`src/rtl/seq_det_pkg.sv`:
```
// Shared types, default widths and width helpers for the serial sequence detector controller.
package seq_det_pkg;

  typedef enum logic [1:0] {
    ST_IDLE = 2'd0,
    ST_RUN  = 2'd1,
    ST_DONE = 2'd2
  } state_t;

  localparam int DEF_MAX_LEN = 8;
  localparam int DEF_CNT_W   = 8;
  localparam int DEF_TMO_W   = 16;

  // Bits needed to hold a pattern length in 0..max_len.
  function automatic int len_w(input int max_len);
    return $clog2(max_len + 1);
  endfunction

endpackage

```
`src/rtl/seq_det_match_core.sv`:
```
// Shift register, fill counter and masked pattern compare with a registered match pulse.
// SEQ_DET_NONOVERLAP_EN: restart the fill count after every match (non-overlapping detection).
module seq_det_match_core
  import seq_det_pkg::*;
#(
  parameter int MAX_LEN = DEF_MAX_LEN,
  localparam int LEN_W = len_w(MAX_LEN)
) (
  input  logic               clk,
  input  logic               rst,
  input  logic               clr,
  input  logic               in_valid,
  input  logic               in,
  input  logic [MAX_LEN-1:0] pattern,
  input  logic [LEN_W-1:0]   len,
  output logic               match,
  output logic               match_nxt
);

  localparam logic [LEN_W-1:0] FILL_MAX = LEN_W'(MAX_LEN);

  logic [MAX_LEN-1:0] sr_q, sr_d, mask_s;
  logic [LEN_W-1:0]   fill_q, fill_d, fill_inc_s;
  logic               match_q, match_d;

  // Mask selecting the low len bits of the shift register.
  always_comb begin
    mask_s = '0;
    for (int i = 0; i < MAX_LEN; i++) begin
      if (i < int'(len)) mask_s[i] = 1'b1;
      else               mask_s[i] = 1'b0;
    end
  end

  // Shift, fill tracking and compare against the newest len bits.
  always_comb begin
    sr_d       = sr_q;
    fill_d     = fill_q;
    fill_inc_s = fill_q;
    match_d    = 1'b0;
    if (clr) begin
      sr_d   = '0;
      fill_d = '0;
    end else if (in_valid) begin
      sr_d = {sr_q[MAX_LEN-2:0], in};
      if (fill_q < FILL_MAX) fill_inc_s = fill_q + LEN_W'(1);
      else                   fill_inc_s = fill_q;
      if ((fill_inc_s >= len) && (((sr_d ^ pattern) & mask_s) == '0)) match_d = 1'b1;
      else                                                            match_d = 1'b0;
`ifdef SEQ_DET_NONOVERLAP_EN
      if (match_d) fill_d = '0;
      else         fill_d = fill_inc_s;
`else
      fill_d = fill_inc_s;
`endif
    end else begin
      sr_d   = sr_q;
      fill_d = fill_q;
    end
  end

  // Detector state registers.
  always_ff @(posedge clk) begin
    if (rst) begin
      sr_q    <= '0;
      fill_q  <= '0;
      match_q <= 1'b0;
    end else begin
      sr_q    <= sr_d;
      fill_q  <= fill_d;
      match_q <= match_d;
    end
  end

  assign match     = match_q;
  assign match_nxt = match_d;

endmodule

```
`src/rtl/seq_det_ctrl.sv`:
```
// Session controller: config handshake, IDLE/RUN/DONE FSM, match and timeout counters.
// SEQ_DET_NONOVERLAP_EN selects non-overlapping detection inside the match core.
module seq_det_ctrl
  import seq_det_pkg::*;
#(
  parameter int MAX_LEN = DEF_MAX_LEN,
  parameter int CNT_W   = DEF_CNT_W,
  parameter int TMO_W   = DEF_TMO_W,
  localparam int LEN_W  = len_w(MAX_LEN)
) (
  input  logic               clk,
  input  logic               rst,
  input  logic               cfg_valid,
  output logic               cfg_ready,
  input  logic [MAX_LEN-1:0] cfg_pattern,
  input  logic [LEN_W-1:0]   cfg_len,
  input  logic [CNT_W-1:0]   cfg_target,
  input  logic [TMO_W-1:0]   cfg_timeout,
  input  logic               start,
  input  logic               abort,
  input  logic               in_valid,
  input  logic               in,
  output logic               match,
  output logic [CNT_W-1:0]   match_cnt,
  output logic               busy,
  output logic               done,
  output logic               timeout_flag
);

  localparam logic [LEN_W-1:0] LEN_MAX = LEN_W'(MAX_LEN);

  state_t             state_q, state_d;
  logic [MAX_LEN-1:0] pattern_q, pattern_d;
  logic [LEN_W-1:0]   len_q, len_d, len_clamp_s;
  logic [CNT_W-1:0]   target_q, target_d, match_cnt_q, match_cnt_d, cnt_inc_s;
  logic [TMO_W-1:0]   timeout_q, timeout_d, tmo_cnt_q, tmo_cnt_d;
  logic               busy_q, busy_d, done_q, done_d, flag_q, flag_d, cfg_ready_q, cfg_ready_d;
  logic               cfg_fire_s, run_entry_s, tgt_hit_s, tmo_hit_s, tmo_exit_s;
  logic               core_valid_s, match_nxt_s;

  assign core_valid_s = in_valid & (state_q == ST_RUN) & ~abort;

  seq_det_match_core #(.MAX_LEN(MAX_LEN)) u_core (
    .clk       (clk),
    .rst       (rst),
    .clr       (run_entry_s),
    .in_valid  (core_valid_s),
    .in        (in),
    .pattern   (pattern_q),
    .len       (len_q),
    .match     (match),
    .match_nxt (match_nxt_s)
  );

  // Config capture with length clamped into 1..MAX_LEN.
  always_comb begin
    cfg_fire_s = cfg_valid & cfg_ready_q;
    if (cfg_len == '0)          len_clamp_s = LEN_W'(1);
    else if (cfg_len > LEN_MAX) len_clamp_s = LEN_MAX;
    else                        len_clamp_s = cfg_len;
    if (cfg_fire_s) begin
      pattern_d = cfg_pattern;
      len_d     = len_clamp_s;
      target_d  = cfg_target;
      timeout_d = cfg_timeout;
    end else begin
      pattern_d = pattern_q;
      len_d     = len_q;
      target_d  = target_q;
      timeout_d = timeout_q;
    end
  end

  // Next state: abort beats target, target beats timeout, start only outside RUN.
  always_comb begin
    state_d     = state_q;
    run_entry_s = 1'b0;
    tmo_exit_s  = 1'b0;
    if (match_cnt_q == {CNT_W{1'b1}}) cnt_inc_s = match_cnt_q;
    else                              cnt_inc_s = match_cnt_q + CNT_W'(1);
    tgt_hit_s = match_nxt_s && (target_q != '0) && (cnt_inc_s == target_q);
    tmo_hit_s = (timeout_q != '0) && !match_nxt_s && (tmo_cnt_q == (timeout_q - TMO_W'(1)));
    case (state_q)
      ST_IDLE: begin
        if (start) begin
          state_d     = ST_RUN;
          run_entry_s = 1'b1;
        end else begin
          state_d = ST_IDLE;
        end
      end
      ST_RUN: begin
        if (abort)          state_d = ST_IDLE;
        else if (tgt_hit_s) state_d = ST_DONE;
        else if (tmo_hit_s) begin
          state_d    = ST_DONE;
          tmo_exit_s = 1'b1;
        end else begin
          state_d = ST_RUN;
        end
      end
      ST_DONE: begin
        if (abort) state_d = ST_IDLE;
        else if (start) begin
          state_d     = ST_RUN;
          run_entry_s = 1'b1;
        end else begin
          state_d = ST_DONE;
        end
      end
      default: state_d = ST_IDLE;
    endcase
  end

  // Session counters and registered status outputs.
  always_comb begin
    if (run_entry_s)      match_cnt_d = '0;
    else if (match_nxt_s) match_cnt_d = cnt_inc_s;
    else                  match_cnt_d = match_cnt_q;

    if (run_entry_s)              tmo_cnt_d = '0;
    else if (state_q == ST_RUN) begin
      if (match_nxt_s) tmo_cnt_d = '0;
      else             tmo_cnt_d = tmo_cnt_q + TMO_W'(1);
    end else begin
      tmo_cnt_d = tmo_cnt_q;
    end

    if (state_d != ST_DONE)      flag_d = 1'b0;
    else if (state_q == ST_RUN)  flag_d = tmo_exit_s;
    else                         flag_d = flag_q;

    busy_d      = (state_d == ST_RUN);
    done_d      = (state_d == ST_DONE);
    cfg_ready_d = (state_d != ST_RUN);
  end

  // All state registers; synchronous reset.
  always_ff @(posedge clk) begin
    if (rst) begin
      state_q     <= ST_IDLE;
      pattern_q   <= '0;
      len_q       <= LEN_W'(1);
      target_q    <= '0;
      timeout_q   <= '0;
      match_cnt_q <= '0;
      tmo_cnt_q   <= '0;
      busy_q      <= 1'b0;
      done_q      <= 1'b0;
      flag_q      <= 1'b0;
      cfg_ready_q <= 1'b1;
    end else begin
      state_q     <= state_d;
      pattern_q   <= pattern_d;
      len_q       <= len_d;
      target_q    <= target_d;
      timeout_q   <= timeout_d;
      match_cnt_q <= match_cnt_d;
      tmo_cnt_q   <= tmo_cnt_d;
      busy_q      <= busy_d;
      done_q      <= done_d;
      flag_q      <= flag_d;
      cfg_ready_q <= cfg_ready_d;
    end
  end

  assign match_cnt    = match_cnt_q;
  assign busy         = busy_q;
  assign done         = done_q;
  assign timeout_flag = flag_q;
  assign cfg_ready    = cfg_ready_q;

endmodule

```
`config.mk`:
```
export PLATFORM = sky130hd
export DESIGN_NAME = seq_det_ctrl
export DESIGN_NICKNAME = d
export VERILOG_FILES = /design/src/rtl/seq_det_pkg.sv /design/src/rtl/seq_det_match_core.sv /design/src/rtl/seq_det_ctrl.sv
export SDC_FILE = /design/constraint.sdc
export NUM_CORES = 1
export LEC_CHECK = 0
export ABC_CLOCK_PERIOD_IN_PS = 3000
export BUFFER_PORTS_ARGS = -buffer_cell sky130_fd_sc_hd__buf_2
export CAP_MARGIN = 20
export CORE_MARGIN = 10
export CORE_UTILIZATION = 52
export CTS_CLUSTER_SIZE = 24
export DETAILED_ROUTE_END_ITERATION = 10
export PLACE_DENSITY = 0.8
export SYNTH_ARGS = -nofsm -noshare
export SYNTH_HDL_FRONTEND = slang
export SYNTH_HIERARCHICAL = 1
export SYNTH_SLANG_ARGS = --single-unit
```
`constraint.sdc`:
```
create_clock -name clk -period 3 [get_ports clk]
set_input_delay 0.45 -clock clk [delete_from_list [all_inputs] [get_ports clk]]
set_output_delay 0.45 -clock clk [all_outputs]
set_load 0.005 [all_outputs]
```
==> flow_summary.ini <==
[floorplan]
core-area_um2 = 7848
ioPinCount = 56
fp-row-count = 32
die_w_um = 110.4
die_h_um = 110.4
start_util_pct = 54.10
die_area_um2 = 12180

[worst_setup_path]
cp_data_arrival_time_ps = 3120
critPathSlowestCell = nor4b_4
start_kind = flip-flop
cpPeakStageDelay_ps = 370
required_ps = 3290
cp_max_fo = 5
worst-r2r-cell-count = 11
worstPathCellList = ha_1, mux2_2, ha_1, o21ai_0, a21oi_1, o21a_2, nor4_2, nand4_1, nor4b_4, mux2i_1, a211oi_2
cp-end-kind = flip-flop
crit_top_cell = ha_1
timing_worst_setup_path_type = flip-flop to flip-flop

[sta]
fin_crit_ps = 2829
worst_pin_slew_ps = 668.8
rsz0062_at_grt = no
min_period_over_period_pct = 94.31
final_hold_viol_count = 0
relSlewSlack_pct = 55.30
finalMaxSlewViolations = 0
fin_worst_skew_ps = 11.68
fmax_ghz = 0.3534
worst_slack_ps = 170.6
setup_violations = 0

[clocking]
cts_tree = built
clk_latency_ps = 370
cts.root.buffer_cell = clkbuf_8
cts-htree-levels = 3
cts.sinks = 78
cts.path.max_buffers = 2
path_clk_slew_ps = 80
cts_buffers = 9

[hold_path]
hold_depth = 2
hold_class = input pin to flip-flop

[grt]
grt_pass1_vias = 3797
track_usage_pct = 17.60
grt_pass1_wl_um = 17330
grt_max_degree = 43
overflow = 0
antenna_found_initial = 0

[routing]
wl_um = 10390
vias = 3872
dr.pass1.iters = 5
wl_per_cell_um = 15.37
drtIter0Drc = 161
drc = 0
antenna_left = 0
via_per_inst = 5.728

[placement]
dp_slack_ps = -7.271
dpl_cell_area_um2 = 4597
routabilityCongestion = 0.9423
dpl.hpwl_um = 7655
io_buffer_count = 55

[synthesis]
async_reset_ff_share_pct = 0
synth.distinct_cells = 69
syn_inst = 520
synth_area_um2 = 4245
synth_seq_area_share_pct = 36.78
synth_nets = 572
synth_top_flop_cell = dfxtp_1
syn_area_per_cell_um2 = 8.164
ys_warn_count = 6
synth_edf_count = 0
synth.ff_latch_count = 78

[run_status]
status = finished clean

[layout]
final_area_um2 = 4858
final_core_utilization_pct = 61.91
final_cell_mix = nand2_1, dfxtp_1, buf_2
area_delta_synth_final_pct = 14.44
antenna_cells = 0
drive_gt1_share_pct = 18.29
nets = 621
final_common_cell = nand2_1

[power]
p_per_area_nw_per_um2 = 480.5
leakagePower_nw = 1.833
irDropWorstVdd_v = 0.0003102

[job]
maxCapViolCount = 0
## per-layer routing
| metal | share of wire [%] | global-route usage [%] | routed length (um) |
|---|---|---|---|
| met3 | 4.9 | 4.643 | 513 |
| met1 | 42 | 19.63 | 4395 |
| met4 | 2.0 | 6.881 | 204 |
| met5 | 0 | 0 | 0 |
| met2 | 51 | 31.19 | 5280 |
## registers in the layout, summed over array words and instances (netlist names), 2 cells and up
register / cells
target_q: 8
tmo_cnt_q: 16
u_core/sr_q: 7
state_q: 2
pattern_q: 8
u_core/fill_q: 4
timeout_q: 16
match_cnt: 8
len_q: 4
## cell usage after synthesis (all sizes together), types with 9 or more instances
cell / number / share of area, %
mux2i: 11 / 2.6
a21oi: 54 / 6.4
nand2: 89 / 7.9
xnor2: 29 / 6.0
nand4: 11 / 1.6
nor3b: 10 / 1.8
o21ai: 15 / 1.9
nor3: 14 / 2.0
dfxtp: 78 / 37
xor2: 18 / 3.7
nor2: 40 / 3.5
clkbuf: 18 / 1.6
ha: 9 / 2.7
nand3: 10 / 1.2
inv: 14 / 1.2
## worst max-delay path, delay by kind of cell (launching register included)
kind / cells / cell delay [ps]
AOI/OAI and AO/OA: 4 / 700
adders and majority gates: 2 / 560
DFF: 1 / 350
muxes: 2 / 440
and+or+nand+nor: 3 / 710
## cell type report
type,instances,area [um^2]
tap,102,127.6
clock buffer,10,137.6
multi-input combinational,402,2540
inverter,14,52.55
fill,694,2989
clock inverter,6,93.84
timing repair buffer,64,342.8
sequential,78,1564
## logic make-up (layout without fill, tap and decap cells)
logic type                 Yosys count  in the layout  synth area share [%]
and+or+nand+nor                    223            223                 27.26
AOI/OAI and AO/OA                  111            111                 16.77
DFF                                 78             78                 36.78
xor gates and xnor gates            47             47                 9.696
buffers and inverters               40             94                 3.979
muxes                               12             12                 2.859
adders and majority gates            9              9                 2.653
## worst paths after layout
kind                                  from                         to  slack [ps]
max reg2reg  u_core/fill_q[0]$_SDFFE_PP0P_  timeout_flag$_SDFFE_PP0N_         170
min                             cfg_len[3]      len_q[0]$_SDFFE_PP1P_         310
min reg2reg      pattern_q[7]$_SDFFE_PP0P_  pattern_q[7]$_SDFFE_PP0P_         480
max          u_core/fill_q[0]$_SDFFE_PP0P_  timeout_flag$_SDFFE_PP0N_         170
## stage by stage
step	TNS, ps	hold WS (ps)	std cells	power, mW
final	0	310.0	676	2.334
after global routing	0	311.6	676	2.426
after CTS	0	294.9	675	2.344
after detailed placement	-7.271	466.7	659	1.440
after global placement	0	464.5	659	1.429
after floorplan	0	447.8	520	1.347
## power by group
part / internal (mW) / switching (mW) / total [mW]
logic: 0.136 / 0.168 / 0.305
registers: 1.07 / 0.0509 / 1.12
clock network: 0.497 / 0.414 / 0.910
total: 1.70 / 0.633 / 2.33
## timing repair
action / 4_1_cts / 5_1_grt
setup endpoints to repair: 3 / 6
pin swaps: 1 / 4
hold buffers: 0 / 0
resized for setup: 0 / 5
buffers inserted: 0 / 1
No activity file was read; power rests on OpenSTA's default activity.
